## src/rtl/pdm_decimator_pkg.sv

```systemverilog
// Shared constants and output-FSM state encoding for the PDM decimator.
package pdm_decimator_pkg;

    localparam int unsigned SAMPLE_W        = 9;
    localparam int unsigned WINDOW_LOG2_DEF = 8;
    localparam int unsigned CLK_DIV_DEF     = 25;

    typedef enum logic {
        IDLE = 1'b0,
        HOLD = 1'b1
    } state_t;

endpackage

```

## src/rtl/pdm_decimator_clk_gen.sv

```systemverilog
// Divides clk down to the microphone clock and flags the cycle in which it rises.
module pdm_clk_gen
    import pdm_decimator_pkg::*;
#(
    parameter int unsigned CLK_DIV = CLK_DIV_DEF
) (
    input  logic clk,
    input  logic rst,
    output logic pdm_clk,
    output logic strobe
);

    localparam int unsigned DIV_W = (CLK_DIV > 1) ? $clog2(CLK_DIV) : 1;
    localparam logic [DIV_W-1:0] DIV_LAST = DIV_W'(CLK_DIV - 1);

    logic [DIV_W-1:0] div_cnt;

    // strobe is registered alongside pdm_clk so both go high in the same cycle
    always_ff @(posedge clk or posedge rst) begin
        if (rst) begin
            div_cnt <= '0;
            pdm_clk <= 1'b0;
            strobe  <= 1'b0;
        end else begin
            strobe <= 1'b0;
            if (div_cnt == DIV_LAST) begin
                div_cnt <= '0;
                pdm_clk <= ~pdm_clk;
                strobe  <= ~pdm_clk;
            end else begin
                div_cnt <= div_cnt + 1'b1;
            end
        end
    end

endmodule

```

## src/rtl/pdm_decimator.sv

```systemverilog
// PDM microphone front end: counts ones over a 2**WINDOW_LOG2-bit window and
// hands each count downstream through a valid/ack holding register.
module pdm_decimator
    import pdm_decimator_pkg::*;
#(
    parameter int unsigned CLK_DIV     = CLK_DIV_DEF,
    parameter int unsigned WINDOW_LOG2 = WINDOW_LOG2_DEF
) (
    input  logic                clk,
    input  logic                rst,
    output logic                pdm_clk,
    input  logic                pdm_data,
    output logic [SAMPLE_W-1:0] data_out,
    output logic                data_out_valid,
    input  logic                data_out_ack,
    output logic                overrun
);

    logic                   strobe;
    logic                   sync_meta;
    logic                   sync_bit;
    logic [WINDOW_LOG2-1:0] bit_cnt;
    logic [SAMPLE_W-1:0]    ones_cnt;
    logic [SAMPLE_W-1:0]    sample;
    logic                   complete;
    state_t                 state;

    pdm_clk_gen #(
        .CLK_DIV (CLK_DIV)
    ) u_clk_gen (
        .clk     (clk),
        .rst     (rst),
        .pdm_clk (pdm_clk),
        .strobe  (strobe)
    );

    always_ff @(posedge clk or posedge rst) begin
        if (rst) begin
            sync_meta <= 1'b0;
            sync_bit  <= 1'b0;
        end else begin
            sync_meta <= pdm_data;
            sync_bit  <= sync_meta;
        end
    end

    // The completing bit is folded into sample, so the window total never
    // needs a separate add and the next window starts from zero cleanly.
    assign complete = strobe && (bit_cnt == '1);
    assign sample   = ones_cnt + SAMPLE_W'(sync_bit);

    always_ff @(posedge clk or posedge rst) begin
        if (rst) begin
            bit_cnt  <= '0;
            ones_cnt <= '0;
        end else if (strobe) begin
            bit_cnt  <= bit_cnt + 1'b1;
            ones_cnt <= complete ? '0 : sample;
        end
    end

    always_ff @(posedge clk or posedge rst) begin
        if (rst) begin
            state          <= IDLE;
            data_out       <= '0;
            data_out_valid <= 1'b0;
            overrun        <= 1'b0;
        end else begin
            overrun <= 1'b0;
            case (state)
                IDLE: begin
                    if (complete) begin
                        data_out       <= sample;
                        data_out_valid <= 1'b1;
                        state          <= HOLD;
                    end
                end
                HOLD: begin
                    if (complete && data_out_ack) begin
                        data_out <= sample;
                    end else if (complete) begin
                        overrun <= 1'b1;
                    end else if (data_out_ack) begin
                        data_out_valid <= 1'b0;
                        state          <= IDLE;
                    end
                end
                default: begin
                    state          <= IDLE;
                    data_out_valid <= 1'b0;
                end
            endcase
        end
    end

endmodule

```

## config.mk

```make
export PLATFORM = sky130hd
export DESIGN_NAME = pdm_decimator
export DESIGN_NICKNAME = d
export VERILOG_FILES = /design/src/rtl/pdm_decimator_pkg.sv /design/src/rtl/pdm_decimator_clk_gen.sv /design/src/rtl/pdm_decimator.sv
export SDC_FILE = /design/constraint.sdc
export NUM_CORES = 1
export LEC_CHECK = 0
export ABC_CLOCK_PERIOD_IN_PS = 4800
export CAP_MARGIN = 20
export CORE_MARGIN = 3
export CORE_UTILIZATION = 45
export DETAILED_ROUTE_END_ITERATION = 16
export PLACE_DENSITY = 0.65
export SLEW_MARGIN = 20
export SYNTH_ARGS = -nofsm -noshare
export SYNTH_HDL_FRONTEND = slang
export SYNTH_SLANG_ARGS = --single-unit
```

## constraint.sdc

```tcl
create_clock -name clk -period 4.8 [get_ports clk]
set_input_delay 0.48 -clock clk [delete_from_list [all_inputs] [get_ports clk]]
set_output_delay 0.48 -clock clk [all_outputs]
set_load 0.01 [all_outputs]
```

==> flow_metrics.py <==
metrics = {
    "cts": {
        "cts_made_buffers": 5,
        "clk_pin_slew_ps": 70,
        "clk_latency_ps": 290,
        "cts_hold_buf": 0,
        "cts_root_buffer": "clkbuf_8",
        "ctsResizeCount": 0,
        "cts.sinks": 38,
        "cts_setup_buffers": 0,
        "cts_tree": "yes",
        "clock_path_buffers": 2,
        "cts_max_level": 2,
    },
    "global_routing": {
        "grt_pass1_wl_mm": 5.03,
        "first_global_vias": 1037,
        "antenna_found_initial": 0,
        "grt_overflow": 0,
        "grt_max_degree": 39,
        "grtUsageTotal_pct": 15.4,
    },
    "setup_path": {
        "reg2reg_slack_ps": 2760,
        "end_kind": "flip-flop",
        "critPathMaxStageDelay_ps": 620,
        "critPathLaunchType": "flip-flop",
        "r2r_end": "data_out[2]",
        "critical-path-slowest-cell": "dfrtp_1",
        "cp.arrival_ps": 2210,
        "crit_path_start": "u_clk_gen.strobe",
        "rr_worst_depth": 4,
        "crit_path_end": "data_out[2]",
        "cpMostUsedCell": "and3_4",
        "crit_family": "simple AND/OR/NAND/NOR gates",
        "worst-setup-path-type": "reg2reg",
        "crit_required_ps": 4960,
        "worstPathMaxFanout": 17,
        "r2r-start": "u_clk_gen.strobe",
        "crit_cells": 4,
        "path_cells": "and3_4 -> and3_4 -> and2_1 -> mux2_1",
        "worst-path-buf-inv": 0,
    },
    "sta": {
        "setup-violations-final": 0,
        "fin_ws_ps": 2760,
        "rsz0062_at_grt": "false",
        "hold_viol": 0,
        "relSlewSlack_pct": 68.5,
        "tightest_slew_ps": 473,
        "setup_tns_ps": 0,
        "clock_skew_ps": 8.98,
        "whs_ps": 357,
        "period_minus_slack_ps": 2040,
        "fmax_mhz": 489,
        "slew_violations": 0,
        "final.period_utilization_pct": 42.6,
    },
    "routing": {
        "routed_wl_mm": 2.79,
        "dr.pass1.iters": 4,
        "viasPerCell": 5.21,
        "wl_per_cell_um": 13.5,
        "vias": 1078,
        "ant_nets": 0,
        "drt_iter0_drc": 50,
        "drc_errors": 0,
    },
    "floorplan": {
        "die_h_um": 67.6,
        "row_count": 21,
        "pin_count": 16,
        "die_area_um2": 4570,
        "core_area_um2": 3490,
        "fp.dieW_um": 67.6,
        "initial_utilization_pct": 48.8,
    },
    "status": {
        "outcome": "finished, final reports clean",
    },
    "yosys": {
        "syn_avg_cell_area_um2": 11.9,
        "syn_nets": 152,
        "yosysUniqueCellTypes": 28,
        "ys.warnings.count": 0,
        "ys_seq_area_share_pct": 55.7,
        "netlist_instances": 143,
        "ys_ff_latch": 38,
        "syn_area_um2": 1710,
    },
    "power_and_ir_drop": {
        "power.leakage_nw": 0.949,
        "irDropWorstVdd_uv": 165,
        "p_total_mw": 0.546,
        "power_density_nw_per_um2": 276,
    },
    "placed_design": {
        "place_ws_ps": 2720,
        "place.detailed.hpwl_mm": 1.95,
        "gp_congestion": 0.780,
        "dpl_cell_area_um2": 1900,
        "dp_cells": 201,
        "io_buffers": 15,
    },
    "cells_and_area": {
        "area_delta_synth_final_pct": 16.1,
        "fin_area_um2": 1980,
        "utilization_pct": 56.7,
        "final-instance-count-excl-fill": 207,
        "fin_nets": 171,
        "fillers": 293,
        "drive_above_1_share_pct": 8.07,
        "diodes": 0,
    },
    "flow_run": {
        "drv_cap": 0,
    },
    "hold_path": {
        "hp-class": "reg2reg",
        "hp-start": "sync_meta",
    },
}
## area by class of cell
class                           count  area (um2)  area share (%)
Sequential cell                    38         951            48.0
Multi-Input combinational cell     96         713            36.0
Timing Repair Buffer               16         158            7.96
Clock buffer                        6        82.6            4.17
Tap cell                           46        57.6            2.91
Inverter                            5        18.8           0.948
## report_power, final
group / switching (mW) / leakage, nW / internal (mW)
Combinational: 0.00742 / 0.401 / 0.00369
Clock: 0.102 / 0.0431 / 0.111
Sequential: 0.000456 / 0.505 / 0.321
Total: 0.110 / 0.949 / 0.436
## worst reg2reg max path, cell delays in order (launching register included)
cell,delay (ps)
dfrtp_1,620
and3_4,300
and3_4,210
and2_1,410
mux2_1,380
## cell usage in the layout, fill, tap and decap left out, types with 2 or more instances in the layout
cell type,n
xor2_1,9
and3_1,4
a21bo_2,2
nor2_1,10
clkdlybuf4s50_1,15
mux2_1,9
nor3_1,2
o21ai_0,8
inv_1,5
and3_4,2
nor2b_1,4
nand3_1,7
clkbuf_8,6
nand2_1,7
nand4_1,2
a22o_1,8
and2_1,2
xnor2_1,8
ha_1,5
dfrtp_1,38
## synth_stat cells
cell type  number  area share [%]
nand3_1         7             2.1
mux2_1          9             5.9
nor2_1         10             2.2
clkbuf_1        2            0.44
and3_1          4             1.5
a21bo_2         2             1.2
nand3_2         1            0.59
buf_2           1            0.29
mux2i_1         1            0.59
dfrtp_1        38              56
and3_4          2             1.3
o21a_1          1            0.44
nor3_1          2            0.59
xor2_1          9             4.6
nand2_1         7             1.5
and4b_1         1            0.59
and2_1          2            0.73
and4_1          1            0.51
xnor2_1         8             4.1
ha_1            5             3.7
buf_6           1            0.66
nand2b_1        1            0.37
o21ai_0         8             2.3
nand4_1         2            0.73
mux2_2          1            0.66
nor2b_1         4             1.5
a22o_1          8             4.1
inv_1           5             1.1
## worst min path at each step
stage	end	depth (start not counted)	slack, ps
after floorplan	sync_bit	0	330
final	sync_bit	0	360
after CTS	sync_bit	0	360
after global placement	sync_bit	0	340
after global routing	sync_bit	0	360
after detailed placement	sync_bit	0	340
## cell families after synthesis
kind of cell / synth area share [%]
compound gates: 8.06
xor+xnor: 8.72
fa+ha+maj: 3.67
buf+inv: 2.49
flops: 55.7
mux: 7.18
simple gates: 14.1
## flip-flops by register name (all words and copies together) (netlist names)
signal             cells
sync_bit               1
u_clk_gen.pdm_clk      1
sync_meta              1
ones_cnt               9
data_out_valid         1
data_out               9
u_clk_gen.strobe       1
state                  1
bit_cnt                8
overrun                1
u_clk_gen.div_cnt      5
## metal layers
layer | GRT usage, % | wire (um)
met1 | 19.9 | 1320
met2 | 22.7 | 1300
met3 | 4.99 | 96
met4 | 8.35 | 72
met5 | 0 | 0
No activity file was read; power rests on OpenSTA's default activity.
